[config.mk]
export PLATFORM = sky130hd
export DESIGN_NAME = eff_chain_flat
export DESIGN_NICKNAME = d
export VERILOG_FILES = /design/src/rtl/eff_chain_pkg.sv /design/src/rtl/eff_chain_if.sv /design/src/rtl/eff_chain_stage.sv /design/src/rtl/eff_chain.sv /design/src/flat_wrapper.sv
export SDC_FILE = /design/constraint.sdc
export NUM_CORES = 2
export LEC_CHECK = 0
export CAP_MARGIN = 20
export CORE_UTILIZATION = 52
export DETAILED_ROUTE_END_ITERATION = 16
export GPL_TIMING_DRIVEN = 0
export PLACE_DENSITY = 0.7
export SLEW_MARGIN = 20
export SYNTH_ARGS = -nofsm -noshare
export SYNTH_HDL_FRONTEND = slang
export SYNTH_SLANG_ARGS = --single-unit
[constraint.sdc]
create_clock -name clk -period 5.9 [get_ports clk]
set_clock_uncertainty 0.1 [all_clocks]
set_input_delay 1.18 -clock clk [delete_from_list [all_inputs] [get_ports clk]]
set_output_delay 1.18 -clock clk [all_outputs]
set_load 0.01 [all_outputs]
[src/rtl/eff_chain_pkg.sv]
// eff_chain_pkg: shared types, default widths and slot slicing helper for the
// effect chain. The crossfade build is selected by EFF_CHAIN_FADE_EN.
package eff_chain_pkg;

    localparam int unsigned NUM_STAGES_DEF = 5;
    localparam int unsigned NUM_CH_DEF     = 2;
    localparam int unsigned DATA_WIDTH_DEF = 24;
    localparam int unsigned FADE_SHIFT_DEF = 8;
    localparam int unsigned DRY_DEPTH_DEF  = 16;

    typedef enum logic [1:0] {OFF, FADE_IN, ON, FADE_OUT} fade_state_t;

    // LSB offset of slot k inside a flat per-slot bus of w-bit words
    function automatic int unsigned slot_lo(input int unsigned k, input int unsigned w);
        return k * w;
    endfunction

endpackage

[src/rtl/eff_chain_if.sv]
// eff_chain_if: send/return streams between the chain and the external
// effect modules. Slot k occupies [k*W +: W], W = NUM_CH*DATA_WIDTH.
//   master (chain side) : drives snd_data/snd_vld, receives ret_data/ret_vld
//   slave  (effect side): the mirror image
interface eff_chain_if
    import eff_chain_pkg::*;
#(
    parameter int unsigned NUM_STAGES = NUM_STAGES_DEF,
    parameter int unsigned NUM_CH     = NUM_CH_DEF,
    parameter int unsigned DATA_WIDTH = DATA_WIDTH_DEF
);
    localparam int unsigned W = NUM_CH * DATA_WIDTH;

    logic [NUM_STAGES*W-1:0] snd_data;
    logic [NUM_STAGES-1:0]   snd_vld;
    logic [NUM_STAGES*W-1:0] ret_data;
    logic [NUM_STAGES-1:0]   ret_vld;

    modport master (output snd_data, output snd_vld, input ret_data, input ret_vld);
    modport slave  (input snd_data, input snd_vld, output ret_data, output ret_vld);

endinterface

[src/rtl/eff_chain_stage.sv]
// eff_chain_stage: one effect slot. Registers the source sample onto the send
// port, keeps a latency-matched dry copy in a FIFO, and mixes dry/wet on each
// return with a gain driven by the fade FSM.
//   tgt               : registered slot enable request
//   src_data/src_vld  : incoming sample
//   snd_data/snd_vld  : sample to the effect (always fed)
//   ret_data/ret_vld  : effect output
//   mix_data/mix_vld  : mixed output, one cycle after ret_vld
//   err               : sticky dry FIFO overflow/underflow
// With EFF_CHAIN_FADE_EN defined the gain ramps by one step per mix event;
// otherwise it jumps between 0 and max and the mixer is a plain mux.
module eff_chain_stage
    import eff_chain_pkg::*;
#(
    parameter int unsigned NUM_CH     = NUM_CH_DEF,
    parameter int unsigned DATA_WIDTH = DATA_WIDTH_DEF,
    parameter int unsigned FADE_SHIFT = FADE_SHIFT_DEF,
    parameter int unsigned DRY_DEPTH  = DRY_DEPTH_DEF
) (
    input  logic                         clk,
    input  logic                         rst_n,
    input  logic                         tgt,
    input  logic [NUM_CH*DATA_WIDTH-1:0] src_data,
    input  logic                         src_vld,
    output logic [NUM_CH*DATA_WIDTH-1:0] snd_data,
    output logic                         snd_vld,
    input  logic [NUM_CH*DATA_WIDTH-1:0] ret_data,
    input  logic                         ret_vld,
    output logic [NUM_CH*DATA_WIDTH-1:0] mix_data,
    output logic                         mix_vld,
    output logic                         err
);
    localparam int unsigned W  = NUM_CH * DATA_WIDTH;
    localparam int unsigned AW = $clog2(DRY_DEPTH);
    localparam int unsigned GW = FADE_SHIFT + 1;
    localparam logic [GW-1:0] G_MAX = GW'(1) << FADE_SHIFT;

    logic [W-1:0]  mem [DRY_DEPTH];
    logic [AW:0]   wr_ptr, rd_ptr;
    logic          empty, full, push, pop;
    logic [W-1:0]  dry, mixed;
    fade_state_t   state, state_n;
    logic [GW-1:0] g, g_n;

    // Pointer MSB distinguishes full from empty
    assign empty = (wr_ptr == rd_ptr);
    assign full  = (wr_ptr[AW] != rd_ptr[AW]) && (wr_ptr[AW-1:0] == rd_ptr[AW-1:0]);
    assign pop   = ret_vld & ~empty;
    // A simultaneous pop frees the slot, so a full FIFO still accepts the push
    assign push  = src_vld & (~full | pop);
    assign dry   = mem[rd_ptr[AW-1:0]];

    // Dry storage (no reset needed; only read when non-empty)
    always_ff @(posedge clk) begin
        if (push) mem[wr_ptr[AW-1:0]] <= src_data;
    end

    // Datapath registers, FIFO pointers, sticky error
    always_ff @(posedge clk or negedge rst_n) begin
        if (!rst_n) begin
            wr_ptr   <= '0;
            rd_ptr   <= '0;
            snd_data <= '0;
            snd_vld  <= 1'b0;
            mix_data <= '0;
            mix_vld  <= 1'b0;
            err      <= 1'b0;
        end else begin
            snd_vld <= src_vld;
            if (src_vld) snd_data <= src_data;
            mix_vld <= pop;
            if (pop) mix_data <= mixed;
            if (push) wr_ptr <= wr_ptr + (AW+1)'(1);
            if (pop)  rd_ptr <= rd_ptr + (AW+1)'(1);
            if ((src_vld & full & ~pop) | (ret_vld & empty)) err <= 1'b1;
        end
    end

    // Fade state register
    always_ff @(posedge clk or negedge rst_n) begin
        if (!rst_n) begin
            state <= OFF;
            g     <= '0;
        end else begin
            state <= state_n;
            g     <= g_n;
        end
    end

`ifdef EFF_CHAIN_FADE_EN
    localparam int unsigned PW = DATA_WIDTH + FADE_SHIFT + 2;

    logic [GW-1:0] g_up, g_dn;
    assign g_up = g + GW'(1);
    assign g_dn = g - GW'(1);

    // Gain steps toward the target once per mix event; reversal needs no jump
    always_comb begin
        state_n = state;
        g_n     = g;
        if (pop) begin
            case (state)
                OFF: if (tgt) begin
                    g_n     = g_up;
                    state_n = (g_up == G_MAX) ? ON : FADE_IN;
                end
                ON: if (!tgt) begin
                    g_n     = g_dn;
                    state_n = (g_dn == '0) ? OFF : FADE_OUT;
                end
                FADE_IN, FADE_OUT: begin
                    if (tgt) begin
                        g_n     = g_up;
                        state_n = (g_up == G_MAX) ? ON : FADE_IN;
                    end else begin
                        g_n     = g_dn;
                        state_n = (g_dn == '0) ? OFF : FADE_OUT;
                    end
                end
                default: begin
                    g_n     = '0;
                    state_n = OFF;
                end
            endcase
        end
    end

    // Per-channel crossfade: dry + floor((wet - dry) * g / 2^FADE_SHIFT)
    for (genvar c = 0; c < NUM_CH; c++) begin : g_ch
        logic signed [DATA_WIDTH-1:0] dry_c, wet_c;
        logic signed [DATA_WIDTH:0]   diff;
        logic signed [PW-1:0]         gain_x, prod;
        assign dry_c  = dry[c*DATA_WIDTH +: DATA_WIDTH];
        assign wet_c  = ret_data[c*DATA_WIDTH +: DATA_WIDTH];
        assign diff   = (DATA_WIDTH+1)'(wet_c) - (DATA_WIDTH+1)'(dry_c);
        assign gain_x = PW'($signed({1'b0, g}));
        assign prod   = PW'(diff) * gain_x;
        assign mixed[c*DATA_WIDTH +: DATA_WIDTH] = dry_c + DATA_WIDTH'(prod >>> FADE_SHIFT);
    end
`else
    // Hard switch between dry and wet at the next mix event
    always_comb begin
        state_n = state;
        g_n     = g;
        if (pop) begin
            case (state)
                OFF: if (tgt) begin
                    g_n     = G_MAX;
                    state_n = ON;
                end
                ON: if (!tgt) begin
                    g_n     = '0;
                    state_n = OFF;
                end
                default: begin
                    g_n     = '0;
                    state_n = OFF;
                end
            endcase
        end
    end

    assign mixed = (g == G_MAX) ? ret_data : dry;
`endif

endmodule

[src/rtl/eff_chain.sv]
// eff_chain: NUM_STAGES effect slots in series with click-free enable
// switching. Slot 0 takes data_i, each later slot takes the previous slot's
// mix output, and the last slot drives data_o.
//   clk, rst_n     : clock, async active-low reset
//   en, sel        : global and per-slot enable requests
//   data_i/vld_i   : input sample
//   data_o/vld_o   : output sample
//   err            : sticky per-slot dry FIFO error
//   fx             : effect send/return bus (eff_chain_if.master)
// Optional build macro: EFF_CHAIN_FADE_EN (crossfade instead of hard switch).
module eff_chain
    import eff_chain_pkg::*;
#(
    parameter int unsigned NUM_STAGES = NUM_STAGES_DEF,
    parameter int unsigned NUM_CH     = NUM_CH_DEF,
    parameter int unsigned DATA_WIDTH = DATA_WIDTH_DEF,
    parameter int unsigned FADE_SHIFT = FADE_SHIFT_DEF,
    parameter int unsigned DRY_DEPTH  = DRY_DEPTH_DEF
) (
    input  logic                         clk,
    input  logic                         rst_n,
    input  logic                         en,
    input  logic [NUM_STAGES-1:0]        sel,
    input  logic [NUM_CH*DATA_WIDTH-1:0] data_i,
    input  logic                         vld_i,
    output logic [NUM_CH*DATA_WIDTH-1:0] data_o,
    output logic                         vld_o,
    output logic [NUM_STAGES-1:0]        err,
    eff_chain_if.master                  fx
);
    localparam int unsigned W = NUM_CH * DATA_WIDTH;

    logic [NUM_STAGES-1:0]        tgt;
    logic [NUM_STAGES:0][W-1:0]   chain_data;
    logic [NUM_STAGES:0]          chain_vld;
    logic [NUM_STAGES*W-1:0]      snd_flat;
    logic [NUM_STAGES-1:0]        snd_vld;

    // Per-slot target, sampled by each slot only at its mix events
    always_ff @(posedge clk or negedge rst_n) begin
        if (!rst_n) tgt <= '0;
        else        tgt <= {NUM_STAGES{en}} & sel;
    end

    assign chain_data[0] = data_i;
    assign chain_vld[0]  = vld_i;

    for (genvar k = 0; k < NUM_STAGES; k++) begin : g_stage
        eff_chain_stage #(
            .NUM_CH     (NUM_CH),
            .DATA_WIDTH (DATA_WIDTH),
            .FADE_SHIFT (FADE_SHIFT),
            .DRY_DEPTH  (DRY_DEPTH)
        ) u_stage (
            .clk      (clk),
            .rst_n    (rst_n),
            .tgt      (tgt[k]),
            .src_data (chain_data[k]),
            .src_vld  (chain_vld[k]),
            .snd_data (snd_flat[slot_lo(k, W) +: W]),
            .snd_vld  (snd_vld[k]),
            .ret_data (fx.ret_data[slot_lo(k, W) +: W]),
            .ret_vld  (fx.ret_vld[k]),
            .mix_data (chain_data[k+1]),
            .mix_vld  (chain_vld[k+1]),
            .err      (err[k])
        );
    end

    assign fx.snd_data = snd_flat;
    assign fx.snd_vld  = snd_vld;
    assign data_o      = chain_data[NUM_STAGES];
    assign vld_o       = chain_vld[NUM_STAGES];

endmodule

[src/flat_wrapper.sv]
// flat-port wrapper written by rule: the top's interface ports become plain ports
module eff_chain_flat import eff_chain_pkg::*;
#(
    parameter int unsigned NUM_STAGES = NUM_STAGES_DEF,
    parameter int unsigned NUM_CH     = NUM_CH_DEF,
    parameter int unsigned DATA_WIDTH = DATA_WIDTH_DEF,
    parameter int unsigned FADE_SHIFT = FADE_SHIFT_DEF,
    parameter int unsigned DRY_DEPTH  = DRY_DEPTH_DEF
)
  (clk, rst_n, en, sel, data_i, vld_i, data_o, vld_o, err, fx_snd_data, fx_snd_vld, fx_ret_data, fx_ret_vld);
  eff_chain_if #(.NUM_STAGES(NUM_STAGES), .NUM_CH(NUM_CH), .DATA_WIDTH(DATA_WIDTH)) fx_i ();
  input  logic clk;
  input  logic rst_n;
  input  logic en;
  input  logic [NUM_STAGES-1:0] sel;
  input  logic [NUM_CH*DATA_WIDTH-1:0] data_i;
  input  logic vld_i;
  output logic [NUM_CH*DATA_WIDTH-1:0] data_o;
  output logic vld_o;
  output logic [NUM_STAGES-1:0] err;
  output wire logic [$bits(fx_i.snd_data)-1:0] fx_snd_data;
  output wire logic [$bits(fx_i.snd_vld)-1:0] fx_snd_vld;
  input wire logic [$bits(fx_i.ret_data)-1:0] fx_ret_data;
  input wire logic [$bits(fx_i.ret_vld)-1:0] fx_ret_vld;
  assign fx_snd_data = fx_i.snd_data;
  assign fx_snd_vld = fx_i.snd_vld;
  assign fx_i.ret_data = fx_ret_data;
  assign fx_i.ret_vld = fx_ret_vld;
  eff_chain #(.NUM_STAGES(NUM_STAGES), .NUM_CH(NUM_CH), .DATA_WIDTH(DATA_WIDTH), .FADE_SHIFT(FADE_SHIFT), .DRY_DEPTH(DRY_DEPTH)) u_core (.clk(clk), .rst_n(rst_n), .en(en), .sel(sel), .data_i(data_i), .vld_i(vld_i), .data_o(data_o), .vld_o(vld_o), .err(err), .fx(fx_i));
endmodule
==> flow_summary.toml <==
[power_and_ir_drop]
p_leak_uw = 0.0662
power_uw = 106000
ir_drop_uv = 342
power_density_nw_per_um2 = 536

[clock_tree]
cts_resized = 0
cts_buffers = 434
cts_hold_buffers = 0
post-cts-setup-buffers = 0
clk_latency_ns = 0.98
cts.sink_count = 4395
clkTransAtPathRegs_ns = 0.06
clockBufferDepth = 4
clock-root-buffer = "clkbuf_16"
cts_tree = "done"
htreeDepth = 5

[detailed_routing]
wire_per_inst_microns = 31.7
drcViolationCount = 0
first_pass_iters = 9
drt-vias-per-instance = 6.26
vias = 88800
drt_iter0_drc = 11000
antenna_left = 0
routed_wl_mm = 449

[sta]
max_freq_mhz = 250
tightest_slew_ns = 1.25
fin_crit_sh = 0.678
fin_crit_ns = 4.00
hold_violations = 0
fin_tns_setup_ns = 0
slew_violations = 0
rsz0062_at_grt = "false"
setup_viol = 0
relSlewSlack = 0.147
finalWorstSetupSlack_ns = 1.90
fin_hold_ws_ns = 0.0496

[outcome]
run_status = "finished clean"

[global_routing]
antenna_found_initial = 24
grt_pass1_wl_mm = 638
grt-ovfl-total = 0
gr-usage-all-layers = 0.273
grt_max_degree = 104
grt_pass1_vias = 89900

[yosys]
synthCells = 8298
synthSimpleGateAreaFrac = 0.0169
synth_seq_cells = 4395
ys_types = 48
synth_area_leaders = "edfxtp_1 68%, mux4_2 8.9%, dfrtp_1 8.2%"
synth_compound_area_frac = 0.0511
synth_area_sq_um = 169000
synth_top_family_by_area = "multiplexers"
synth_edf_count = 3840
synthXorXnorAreaFrac = 0.00364
synthFlopType = "edfxtp_1"
synth_nets = 8625
ys_async_sr_fraction = 0.126
synthAdderAreaFrac = 0.00186
synth-warning-count = 0
ys_seq_area_frac = 0.767
muxShareOfSynthArea = 0.140
syn_avg_cell_area_sq_um = 20.3
synth_top_area_share = 0.684
synth_top_area_cell = "edfxtp_1"

[setup_path]
critPathRequiredTime_ns = 6.58
r2r_end = "u_core.g_stage[3].u_stage.mix_data[17]"
cp-end-kind = "flop"
worstSetupStartpoint = "u_core.g_stage[3].u_stage.rd_ptr[2]"
timing.rr.start = "u_core.g_stage[3].u_stage.rd_ptr[2]"
r2r_cells = 8
critPathArrivalTime_ns = 4.67
path_class = "flop to flop"
r2r_slack_ns = 1.90
critPathLaunchType = "flop"
path_max_fanout = 10

[die]
start_util = 0.524
die_area_sq_um = 326000
core_area_sq_um = 322000
die_y_microns = 571
die_w_microns = 571
ios = 601
rows = 208

[cells_and_area]
fillCellCount = 22300
final_nets = 9822
syn_to_final_growth_pct = 17.0
layout-drive-gt1-share = 0.222

[min_path]
worstHoldPathType = "input port to asynchronous set/reset pin"

[place]
io_buffers = 600
dp_slack_ns = 1.56
hpwl_mm = 300
finalWeightedCongestion = 0.882

[flow_run]
drv_cap = 0
==> power by group <==
group          switching [uW]  total, uW  leakage, uW  internal, uW
combinational           17700      31100       0.0179         13300
sequential               5850      47700       0.0416         41900
clock                   11700      26900      0.00676         15200
total                   35300     106000       0.0662         70400
==> cell type report <==
cell class | count | area [sq um] | share of cell area
buffer | 564 | 3180 | 0.0161
sequential | 4395 | 129000 | 0.655
antenna | 7 | 17.5 | 0.0000888
tap | 4305 | 5390 | 0.0273
multi-input combinational | 3318 | 36700 | 0.186
clock buffer | 604 | 12000 | 0.0607
inverter | 21 | 81.3 | 0.000413
timing repair buffer | 761 | 8670 | 0.0440
clock inverter | 213 | 1950 | 0.00990
==> worst max-delay path, stage by stage (launching register included) <==
cell and delay [ns]:
dfrtp_1 0.37, buf_2 0.25, buf_2 0.34, nand3b_1 0.18
clkbuf_1 0.78, buf_2 0.43, o22ai_1 0.11, a2111oi_1 1.05
o31ai_1 0.19
==> logic make-up (layout without fill, tap and decap cells) <==
logic type,Yosys count,in the layout
simple gates,643,643
xor+xnor,70,70
flops,4395,4395
buf+inv,585,2163
other cells,0,7
compound gates,1086,1086
fa+ha+maj,25,25
mux,1494,1494
==> layer usage <==
layer,GRT usage,wire (microns),vias up,part of all wire
met5,0,91,-,0.00020
met4,0.108,19600,14,0.044
met3,0.0607,45100,814,0.10
met2,0.433,213000,4896,0.47
met1,0.371,171000,46600,0.38
li1,-,-,36500,-
==> registers in the layout (all words and copies together) (netlist names) <==
name / flops
u_core.g_stage.u_stage.err: 5
u_core.g_stage.u_stage.g: 1
u_core.g_stage.u_stage.mem: 3840
u_core.g_stage.u_stage.mix_data: 240
u_core.g_stage.u_stage.mix_vld: 5
u_core.g_stage.u_stage.rd_ptr: 25
u_core.g_stage.u_stage.snd_data: 240
u_core.g_stage.u_stage.snd_vld: 5
u_core.g_stage.u_stage.state: 4
u_core.g_stage.u_stage.wr_ptr: 25
u_core.tgt: 5
==> cell usage after synthesis (all sizes together) (66+ instances only) <==
cell type and n:
a2111oi 192, buf 327, and2 66, mux2i 538, mux4 668, a22o 235, nor2 205, nand2 281
edfxtp 3840, o22ai 188, o21ai 68, dfrtp 555, clkbuf 237, o31ai 193, mux2 288
==> cell usage in the layout (no fill, tap or decap), types with 60 or more instances in the layout <==
| master | count |
|---|---|
| o21ai_0 | 63 |
| o31ai_1 | 193 |
| o22ai_1 | 188 |
| clkinv_2 | 67 |
| nand2_1 | 281 |
| nor2_1 | 194 |
| clkbuf_1 | 366 |
| edfxtp_1 | 3840 |
| and2_4 | 60 |
| mux2i_1 | 538 |
| mux2_2 | 288 |
| buf_4 | 134 |
| dfrtp_1 | 555 |
| clkinv_1 | 75 |
| buf_2 | 125 |
| a2111oi_1 | 65 |
| a22o_1 | 235 |
| xnor2_1 | 61 |
| mux4_2 | 668 |
| clkdlybuf4s50_1 | 598 |
| clkbuf_16 | 440 |
| a2111oi_2 | 98 |
| buf_6 | 72 |
==> through the flow <==
| step | utilization | area, sq um | std cells |
|---|---|---|---|
| 2_1_floorplan | - | 169000 | 8298 |
| 6_report | 0.613 | 197000 | 14200 |
| 4_1_cts | 0.613 | 197000 | 14200 |
| 3_5_place_dp | 0.569 | 183000 | 13400 |
| 3_3_place_gp | 0.559 | 180000 | 13200 |
| 5_1_grt | 0.613 | 197000 | 14200 |
==> worst max-delay path by stage <==
stage          cells after the start                                endpoint  slack, ns
2_1_floorplan                      4     u_core.g_stage[4].u_stage.mem[3][0]       0.42
3_3_place_gp                       1   u_core.g_stage[4].u_stage.mix_data[1]     -23.41
3_5_place_dp                       9    u_core.g_stage[4].u_stage.mem[2][46]       1.56
4_1_cts                            8  u_core.g_stage[3].u_stage.mix_data[17]       1.97
5_1_grt                           12     u_core.g_stage[4].u_stage.mem[2][2]       1.92
6_report                           8  u_core.g_stage[3].u_stage.mix_data[17]       1.90
Note: power is estimated with default switching activity, not from simulation.
